**src/rtl/mdu_iter.sv**
```systemverilog
// -----------------------------------------------------------------------------
// mdu_iter
//
// Iterative RV32M multiply/divide unit for the execute stage of the multi-cycle
// CPU. An operation is taken in through a valid/ready handshake. It is run one
// bit per cycle: shift-add for multiplies and restoring division for divides.
// The 32-bit result is handed to writeback through a second valid/ready
// handshake.
//
// Ports
//   clock      in   1      system clock, rising edge
//   reset      in   1      asynchronous, active-high; clears all state
//   in_valid   in   1      op/dataa/datab are valid
//   in_ready   out  1      unit can accept an op (registered, high in IDLE)
//   op         in   3      RV32M funct3: MUL MULH MULHSU MULHU DIV DIVU REM REMU
//   dataa      in   WIDTH  rs1 operand
//   datab      in   WIDTH  rs2 operand
//   out_valid  out  1      result is valid (registered, high in DONE)
//   out_ready  in   1      consumer accepts the result
//   result     out  WIDTH  operation result, held stable while out_valid
//   busy       out  1      high while in CALC or DONE
// -----------------------------------------------------------------------------
module mdu_iter #(
  parameter int WIDTH = 32
) (
  input  logic             clock,
  input  logic             reset,
  input  logic             in_valid,
  output logic             in_ready,
  input  logic [2:0]       op,
  input  logic [WIDTH-1:0] dataa,
  input  logic [WIDTH-1:0] datab,
  output logic             out_valid,
  input  logic             out_ready,
  output logic [WIDTH-1:0] result,
  output logic             busy
);

  localparam int CW = $clog2(WIDTH) + 1;
  localparam logic [CW-1:0] ITERS = CW'(WIDTH);

  localparam logic [2:0] OP_MUL    = 3'b000;
  localparam logic [2:0] OP_MULH   = 3'b001;
  localparam logic [2:0] OP_MULHSU = 3'b010;
  localparam logic [2:0] OP_MULHU  = 3'b011;
  localparam logic [2:0] OP_DIV    = 3'b100;
  localparam logic [2:0] OP_DIVU   = 3'b101;
  localparam logic [2:0] OP_REM    = 3'b110;
  localparam logic [2:0] OP_REMU   = 3'b111;

  localparam logic [WIDTH-1:0] MIN_NEG = {1'b1, {(WIDTH-1){1'b0}}};
  localparam logic [WIDTH-1:0] ALL_ONE = '1;

  typedef enum logic [1:0] {
    S_IDLE = 2'd0,
    S_CALC = 2'd1,
    S_DONE = 2'd2
  } state_t;

  state_t             r_state;
  logic [2:0]         r_op;
  logic [WIDTH-1:0]   r_hi;
  logic [WIDTH-1:0]   r_lo;
  logic [WIDTH-1:0]   r_operand;
  logic [CW-1:0]      r_count;
  logic               r_neg_lo;
  logic               r_neg_rem;
  logic               r_in_ready;
  logic               r_out_valid;
  logic               r_busy;
  logic [WIDTH-1:0]   r_result;

  // Accept-time decode
  logic               w_is_div;
  logic               w_a_signed;
  logic               w_b_signed;
  logic               w_a_neg;
  logic               w_b_neg;
  logic [WIDTH-1:0]   w_a_mag;
  logic [WIDTH-1:0]   w_b_mag;
  logic               w_div_zero;
  logic               w_div_ovf;
  logic               w_special;
  logic [WIDTH-1:0]   w_special_result;

  // Iteration datapath
  logic [WIDTH:0]     w_mul_sum;
  logic [WIDTH:0]     w_div_shift;
  logic               w_div_ok;
  logic [WIDTH-1:0]   w_div_rem;

  // Finalise datapath
  logic [2*WIDTH-1:0] w_prod;
  logic [2*WIDTH-1:0] w_prod_signed;
  logic [WIDTH-1:0]   w_quot;
  logic [WIDTH-1:0]   w_rem;
  logic [WIDTH-1:0]   w_final;

  assign in_ready  = r_in_ready;
  assign out_valid = r_out_valid;
  assign result    = r_result;
  assign busy      = r_busy;

  // Operand decode at accept. A sign-extended 33-bit operand always has a
  // magnitude that fits in WIDTH bits (|-2^31| = 2^31), so the iterative
  // datapath only ever works on WIDTH-bit unsigned magnitudes and the sign
  // is reapplied at finalise. For plain MUL the operands are treated as
  // unsigned, which gives the same low word as a signed multiply.
  always_comb begin
    w_is_div   = op[2];
    w_a_signed = 1'b0;
    w_b_signed = 1'b0;
    case (op)
      OP_MULH:   begin w_a_signed = 1'b1; w_b_signed = 1'b1; end
      OP_MULHSU: begin w_a_signed = 1'b1; w_b_signed = 1'b0; end
      OP_DIV:    begin w_a_signed = 1'b1; w_b_signed = 1'b1; end
      OP_REM:    begin w_a_signed = 1'b1; w_b_signed = 1'b1; end
      default:   begin w_a_signed = 1'b0; w_b_signed = 1'b0; end
    endcase
    w_a_neg = w_a_signed & dataa[WIDTH-1];
    w_b_neg = w_b_signed & datab[WIDTH-1];
    w_a_mag = w_a_neg ? (~dataa + 1'b1) : dataa;
    w_b_mag = w_b_neg ? (~datab + 1'b1) : datab;
  end

  // Division corner cases resolved at accept without iterating: divide by
  // zero, and the single signed overflow (most negative / -1).
  always_comb begin
    w_div_zero       = w_is_div & (datab == '0);
    w_div_ovf        = w_is_div & ~op[0] & (dataa == MIN_NEG) & (datab == ALL_ONE);
    w_special        = w_div_zero | w_div_ovf;
    w_special_result = '0;
    if (w_div_zero) begin
      w_special_result = op[1] ? dataa : ALL_ONE;
    end else if (w_div_ovf) begin
      w_special_result = op[1] ? '0 : MIN_NEG;
    end
  end

  // One iteration step. Multiply: {r_hi, r_lo} is the partial product with
  // the multiplier shifting out of r_lo. Divide: r_hi is the partial
  // remainder, r_lo shifts the dividend out at the top and the quotient in
  // at the bottom. The remainder is always below the divisor, so the trial
  // difference fits in WIDTH bits whenever it is kept.
  always_comb begin
    w_mul_sum   = {1'b0, r_hi} + (r_lo[0] ? {1'b0, r_operand} : '0);
    w_div_shift = {r_hi, r_lo[WIDTH-1]};
    w_div_ok    = (w_div_shift >= {1'b0, r_operand});
    w_div_rem   = WIDTH'(w_div_shift - {1'b0, r_operand});
  end

  // Finalise: reapply signs and select the word the op returns. The negate
  // flags are only ever set for signed ops.
  always_comb begin
    w_prod        = {r_hi, r_lo};
    w_prod_signed = r_neg_lo ? (~w_prod + 1'b1) : w_prod;
    w_quot        = r_neg_lo ? (~r_lo + 1'b1) : r_lo;
    w_rem         = r_neg_rem ? (~r_hi + 1'b1) : r_hi;
    w_final       = '0;
    case (r_op)
      OP_MUL:    w_final = w_prod_signed[WIDTH-1:0];
      OP_MULH:   w_final = w_prod_signed[2*WIDTH-1:WIDTH];
      OP_MULHSU: w_final = w_prod_signed[2*WIDTH-1:WIDTH];
      OP_MULHU:  w_final = w_prod_signed[2*WIDTH-1:WIDTH];
      OP_DIV:    w_final = w_quot;
      OP_DIVU:   w_final = w_quot;
      OP_REM:    w_final = w_rem;
      OP_REMU:   w_final = w_rem;
      default:   w_final = '0;
    endcase
  end

  // Control FSM with registered handshake outputs.
  // CALC runs WIDTH iteration cycles and then spends one more cycle on the
  // finalise edge, so out_valid rises WIDTH+1 edges after accept. A special
  // case loads its result at accept and enters DONE with out_valid still
  // low; out_valid is raised on the next edge, one edge after accept.
  always_ff @(posedge clock or posedge reset) begin
    if (reset) begin
      r_state     <= S_IDLE;
      r_op        <= '0;
      r_hi        <= '0;
      r_lo        <= '0;
      r_operand   <= '0;
      r_count     <= '0;
      r_neg_lo    <= 1'b0;
      r_neg_rem   <= 1'b0;
      r_in_ready  <= 1'b1;
      r_out_valid <= 1'b0;
      r_busy      <= 1'b0;
      r_result    <= '0;
    end else begin
      case (r_state)
        S_IDLE: begin
          if (in_valid && r_in_ready) begin
            r_op       <= op;
            r_hi       <= '0;
            r_lo       <= w_is_div ? w_a_mag : w_b_mag;
            r_operand  <= w_is_div ? w_b_mag : w_a_mag;
            r_count    <= '0;
            r_neg_lo   <= w_a_neg ^ w_b_neg;
            r_neg_rem  <= w_a_neg;
            r_in_ready <= 1'b0;
            r_busy     <= 1'b1;
            if (w_special) begin
              r_result <= w_special_result;
              r_state  <= S_DONE;
            end else begin
              r_state  <= S_CALC;
            end
          end
        end

        S_CALC: begin
          if (r_count == ITERS) begin
            r_result    <= w_final;
            r_out_valid <= 1'b1;
            r_state     <= S_DONE;
          end else begin
            r_count <= r_count + CW'(1);
            if (r_op[2]) begin
              r_hi <= w_div_ok ? w_div_rem : w_div_shift[WIDTH-1:0];
              r_lo <= {r_lo[WIDTH-2:0], w_div_ok};
            end else begin
              r_hi <= w_mul_sum[WIDTH:1];
              r_lo <= {w_mul_sum[0], r_lo[WIDTH-1:1]};
            end
          end
        end

        S_DONE: begin
          if (!r_out_valid) begin
            r_out_valid <= 1'b1;
          end else if (out_ready) begin
            r_out_valid <= 1'b0;
            r_in_ready  <= 1'b1;
            r_busy      <= 1'b0;
            r_state     <= S_IDLE;
          end
        end

        default: begin
          r_state     <= S_IDLE;
          r_in_ready  <= 1'b1;
          r_out_valid <= 1'b0;
          r_busy      <= 1'b0;
        end
      endcase
    end
  end

endmodule

```
**config.mk**
```make
export PLATFORM = sky130hd
export DESIGN_NAME = mdu_iter
export DESIGN_NICKNAME = d
export VERILOG_FILES = /design/src/rtl/mdu_iter.sv
export SDC_FILE = /design/constraint.sdc
export NUM_CORES = 1
export LEC_CHECK = 0
export ABC_AREA = 1
export CORE_UTILIZATION = 45
export DETAILED_ROUTE_END_ITERATION = 16
export REMOVE_ABC_BUFFERS = 1
export SYNTH_ARGS = -nofsm -noshare
export SYNTH_HDL_FRONTEND = slang
export SYNTH_SLANG_ARGS = --single-unit
```
**constraint.sdc**
```tcl
create_clock -name clock -period 5 [get_ports clock]
set_input_delay 0.5 -clock clock [delete_from_list [all_inputs] [get_ports clock]]
set_output_delay 0.5 -clock clock [all_outputs]
set_load 0.02 [all_outputs]
```
# Word-level counts from Yosys, hierarchy flattened
# Cells that the tools add are included.
[totals]
romBits = 0
n_memories = 0
regBits = 144
wordCells = 124
out_inout_bits = 35
ram_bits = 0
latchBits = 0
[op_classes]
mux = 49
n_addsub = 8
div_mod_pow = 0
eq_ne = 22
n_reduce_logical = 16
shifts = 0
bitwise = 16
magnitude_cmp = 1
mul = 0
[ops]
columns = ["operator", "count"]
rows = [
  ["2-to-1 mux 32 bit", 21],
  ["one-hot mux 32 bit (2 select lines)", 3],
  ["adder 32 x 1 -> 32 bit (second input constant)", 4],
  ["NOT 32 bit", 4],
  ["one-hot mux 32 bit (4 select lines)", 1],
  ["adder 64 x 1 -> 64 bit (second input constant)", 1],
  ["equality test 32 bit (second input constant)", 2],
  ["2-to-1 mux 64 bit", 1],
  ["NOT 64 bit", 1],
  ["adder 32 x 32 -> 33 bit", 1],
  [">= comparator 33 x 32 -> 1 bit", 1],
  ["zero test 32 bit", 1],
  ["subtractor 32 bit", 1],
  ["equality test 3 bit (second input constant)", 6],
  ["2-to-1 mux 6 bit", 2],
  ["!= test 2 bit (second input constant)", 6],
  ["one-hot mux 6 bit (2 select lines)", 1],
  ["AND reduction 4 bit", 3],
  ["2-to-1 mux 1 bit", 11],
  ["2-to-1 mux 2 bit", 5],
  ["equality test 3 x 2 -> 1 bit (second input constant)", 3],
  ["one-hot mux 1 bit (3 select lines)", 3],
  ["adder 6 x 1 -> 6 bit (second input constant)", 1],
  ["bitwise AND 1 bit", 6],
  ["17 further kinds", 23],
]

# Longest topological paths before layout
[depth]
word_depth = 9
mapped_depth = 22
ltp_nobuf = 20

# Worst setup path before layout
# OpenSTA, ideal clock, no wires.
[synth_timing]
path_kind = "register to register"
start = "register r_lo[0]"
end = "register r_hi[21]"
path_slack_ns = 2.397
stages_incl_launch_ff = 22
synth_period_minus_slack_ns = 2.603
arrival_ns = 2.487
setup_ns = 0.116
path_buffers = 2
path_cell_list = "dfrtp_1 buf_2 clkbuf_1 nand2_1 inv_1 ha_1 inv_1 fa_1 inv_1 nand2_1 o21ai_1 nand2_1 nand2_1 nand2_1 nand2_1 nand2_1 nand3_1 nand3_1 nand2_1 inv_1 nand2_1 nand2_1"
[synth_between]
elab_chain_cells = 5
[synth_lines]
columns = ["item", "line", "source"]
rows = [
  ["start: declaration", "63", "logic [WIDTH-1:0] r_lo;"],
  ["start signal: assignment", "198", "r_lo <= w_is_div ? w_a_mag : w_b_mag;"],
  ["start signal: assignment", "223", "r_lo <= {r_lo[WIDTH-2:0], w_div_ok};"],
  ["start signal: assignment", "226", "r_lo <= {w_mul_sum[0], r_lo[WIDTH-1:1]};"],
  ["2-to-1 mux 32 bit", "146", "w_mul_sum = {1'b0, r_hi} + (r_lo[0] ? {1'b0, r_operand} : '0);"],
  ["adder 32 x 32 -> 33 bit", "146", ""],
  ["2-to-1 mux 32 bit", "221", "if (r_op[2]) begin"],
  ["2-to-1 mux 32 bit", "215", "if (r_count == ITERS) begin"],
  ["one-hot mux 32 bit (2 select lines)", "193", "case (r_state)"],
  ["end signal: assignment", "222", "r_hi <= w_div_ok ? w_div_rem : w_div_shift[WIDTH-1:0];"],
  ["end signal: assignment", "225", "r_hi <= w_mul_sum[WIDTH:1];"],
  ["end: declaration", "62", "logic [WIDTH-1:0] r_hi;"],
]
# No other way between the ends. The select of a mux whose other input is x is not followed.
# A chain may end at the register's enable or synchronous reset.

# Worst setup path in the final report
[layout_timing]
start = "input port datab[0]"
end = "register r_result[4] (netlist: result[4])"
[layout_between]
elab_chain_cells = 7
elab_cells_between_ends = 12
cone_classes = "eq/ne (2); mux (5); bitwise (3); reduce/logical (2)"
[layout_lines]
columns = ["item", "line", "source"]
rows = [
  ["start: declaration", "32", "input logic [WIDTH-1:0] datab,"],
  ["equality test 32 bit", "130", "w_div_ovf = w_is_div & ~op[0] & (dataa == MIN_NEG) & (datab == ALL_ONE);"],
  ["bitwise AND 1 bit", "130", ""],
  ["2-to-1 mux 32 bit", "135", "end else if (w_div_ovf) begin"],
  ["2-to-1 mux 32 bit", "133", "if (w_div_zero) begin"],
  ["2-to-1 mux 32 bit", "205", "if (w_special) begin"],
  ["2-to-1 mux 32 bit", "195", "if (in_valid && r_in_ready) begin"],
  ["one-hot mux 32 bit (2 select lines)", "193", ""],
  ["end signal: assignment", "206", "r_result <= w_special_result;"],
  ["end signal: assignment", "216", "r_result <= w_final;"],
  ["end: declaration", "71", "logic [WIDTH-1:0] r_result;"],
]
# Parallel ways exist; a longest one is shown, timed or not. The select of a mux whose other input is x is not followed.

==> metrics.txt <==
status finished, final reports clean; cts hold-fix bufs 0; Hold Path Cell Cnt 2; Sw Share 61.77%; CP max FO 43; register area 3607 um^2; measured slew at the worst slew-check pin 1.026 ns; min Tclk post-route 3.325 ns; largest net degree at the start of global routing 99; asr flop ratio synth 100.0%; area of the multi-input gates 12,830 um^2; reg2reg path depth 11; RR Endpoint result[1]; Final Non-Filler Cells 3,868; post-cts sizing count 0; clk root buf clkbuf_16; EDFF count, synth 0; Post-Place Cells 3,836; RePlAce Congestion 1.033; cell with the most instances after synthesis nand2_1; I/O pin cnt 106; Die W 204.5 um; Clock transition at path regs 0.07 ns; die area 41,810 um^2; total track usage 42.73%; power consumption 14,050 uW; Final Skew 0.01394 ns; Syn Area/Cell 5.602 um^2; CP arrival 3.72 ns; Syn-to-layout area delta 10.59%; nets 3,477; Detail Placement HPWL 71,580 um; Worst R2R Setup Slack 1.71 ns; DRC errors left 0; Die Height 204.5 um; Crit. End Element register; Yosys reg bits 144; Setup CP Type input port to register; First-pass DRT Iterations 6; GRT overflow 0; core area 40,100 um^2; PortBufs 105; final instance area 20,400 um^2; wire per inst 22.96 um; Critical Path RT 5.39 ns; initial antenna violation count 0; Clock Sinks 144; Lkg Pwr 0.009938 uW; peak supply drop 0.5649 mV; vias per std cell 5.978; Setup Viol. Count Final 0; synth warn 0; Hold Path Class register to register; top post-synthesis cells by count nand2_1 (1,032), nor2_1 (432), inv_1 (371), nand3_1 (338), a21oi_1 (205); sequential fraction of the synthesis area 19.54%; top cell type's share of synthesized area 21.00%; share of layout cells above drive strength 1 4.607%; CTS tree built; combinational share of power 71.7%; reg2reg start r_op[1]; via count 23,122; vias in the first global route 21,569; fmax 300.7 MHz; hold worst-path end result[26]; RSZ-0062 raised after global routing no; placed cell area 19,820 um^2; library cells used by synthesis 56; Synth area leader nand2_1; Util after Layout 50.88%; # Max-Cap Violations 0; Starting Density 46.01%; # rows 73; Post-Synthesis Cells 3,293; period utilization 66.50%; CTS H-tree lvls 4; drt total wl 88,790 um; synth top area cells nand2_1 (21%), dfrtp_1 (19%), nand3_1 (9.2%); CP Launch Type input port; power share of the clock group 9.2%; postcts setup bufs 0; maximum clock path buffer count 2; flip-flop cell with the highest count after synthesis dfrtp_1; TritonCTS buffer count 17; Clock Latency Late Sink 0.47 ns; first-pass GRT wire length 132,600 um; share of power burned in registers 19.1%; fillers 4,364; Cell Area, Synth 18,450 um^2; iteration-0 DRC count of the detailed router 2,821; internal power 5369 uW; max_slew headroom 31.55%; antenna cells 0; final slew viol count 0; switching power 8677 uW; Hold Startpoint result[26]; Final TNS setup 0 ns; Post-DRT Antenna Nets 0; Hold Vio Cnt, Final 0; pwr dens 688.5 nW/um^2
## per-stage QoR
stage          hold WS [ns]  setup slack, ns
2_1_floorplan        0.4769          -0.2793
3_3_place_gp         0.4742            1.458
3_5_place_dp         0.4735            1.308
4_1_cts              0.4929            1.793
5_1_grt              0.5029            1.500
6_report             0.4893            1.675
## worst max-delay path by stage
stage                       endpoint  slack, ns        from
after global placement    result[17]       1.46    datab[0]
after detailed placement   result[4]       1.31    datab[0]
after floorplan           r_count[4]      -0.28  r_state[1]
after global routing       result[4]       1.50    datab[0]
after CTS                 result[18]       1.79    datab[0]
final                      result[4]       1.67    datab[0]
## state kept, by name, indices dropped and copies added, names as in the netlist
register,flops
r_hi,32
r_lo,32
r_operand,32
result,32
r_count,6
r_op,3
r_state,2
busy,1
in_ready,1
out_valid,1
r_neg_lo,1
r_neg_rem,1
## routing by layer
| metal | up-vias | GRT usage, % | part of all wire [%] |
|---|---|---|---|
| met5 | - | 0 | 0 |
| met4 | 0 | 23.32 | 6.4 |
| met3 | 262 | 9.885 | 11 |
| met2 | 1348 | 64.65 | 42 |
| met1 | 10717 | 55.97 | 41 |
| li1 | 10795 | - | - |
## power groups by stage
| stage | clock, uW | combinational, uW | sequential [uW] |
|---|---|---|---|
| floorplan | 0 | 6250 | 2390 |
| detailed placement | 0 | 9710 | 2620 |
| global placement | 0 | 9620 | 2620 |
| finish | 1290 | 10100 | 2690 |
| global route | 1350 | 11000 | 2680 |
| CTS | 1300 | 9750 | 2610 |
## placed cells by master, fill, tap and decap left out, types with 12 or more instances in the layout
cell type and n:
nand2_1 1031, nor2_1 431, inv_2 21, o21ai_1 38
a21oi_1 205, clkbuf_16 17, dfrtp_1 141, xor2_1 32
buf_4 21, o211ai_1 31, nor2_2 12, nand4_1 49
o21ai_0 179, inv_1 370, xnor2_1 16, nor3_1 50
nand3_1 338, clkdlybuf4s50_1 104, ha_1 73, nand3b_1 33
## cells by family (layout without fill, tap and decap cells)
family,after synthesis,in the layout,share of synthesized area (%)
AOI/OAI and AO/OA,527,527,15.90
adders and majority gates,76,76,5.236
xor gates and xnor gates,48,48,2.279
DFF,144,144,19.54
and+or+nand+nor,1992,1992,46.09
buffers and inverters,506,556,10.95
## critical path, stage by stage
cell and delay [ns]:
clkdlybuf4s50_1 0.51, inv_1 0.15, ha_1 0.27, nand3_1 0.19
nor2_1 0.24, nand2_1 0.08, nor2_1 0.19, nand2_1 0.07
nand3_1 0.19, nand2_2 0.52, inv_2 0.55, nor2_1 0.10
a21oi_1 0.14
## final cells by class
cell class / count / area share, %
well taps: 525 / 3.220
inverters: 397 / 7.341
flip-flops and latches: 144 / 17.68
multi-input cells: 2643 / 62.88
clock buffers: 17 / 2.085
repair buffers: 127 / 5.998
clock inverters: 15 / 0.7911
No activity file was read; power rests on OpenSTA's default activity.
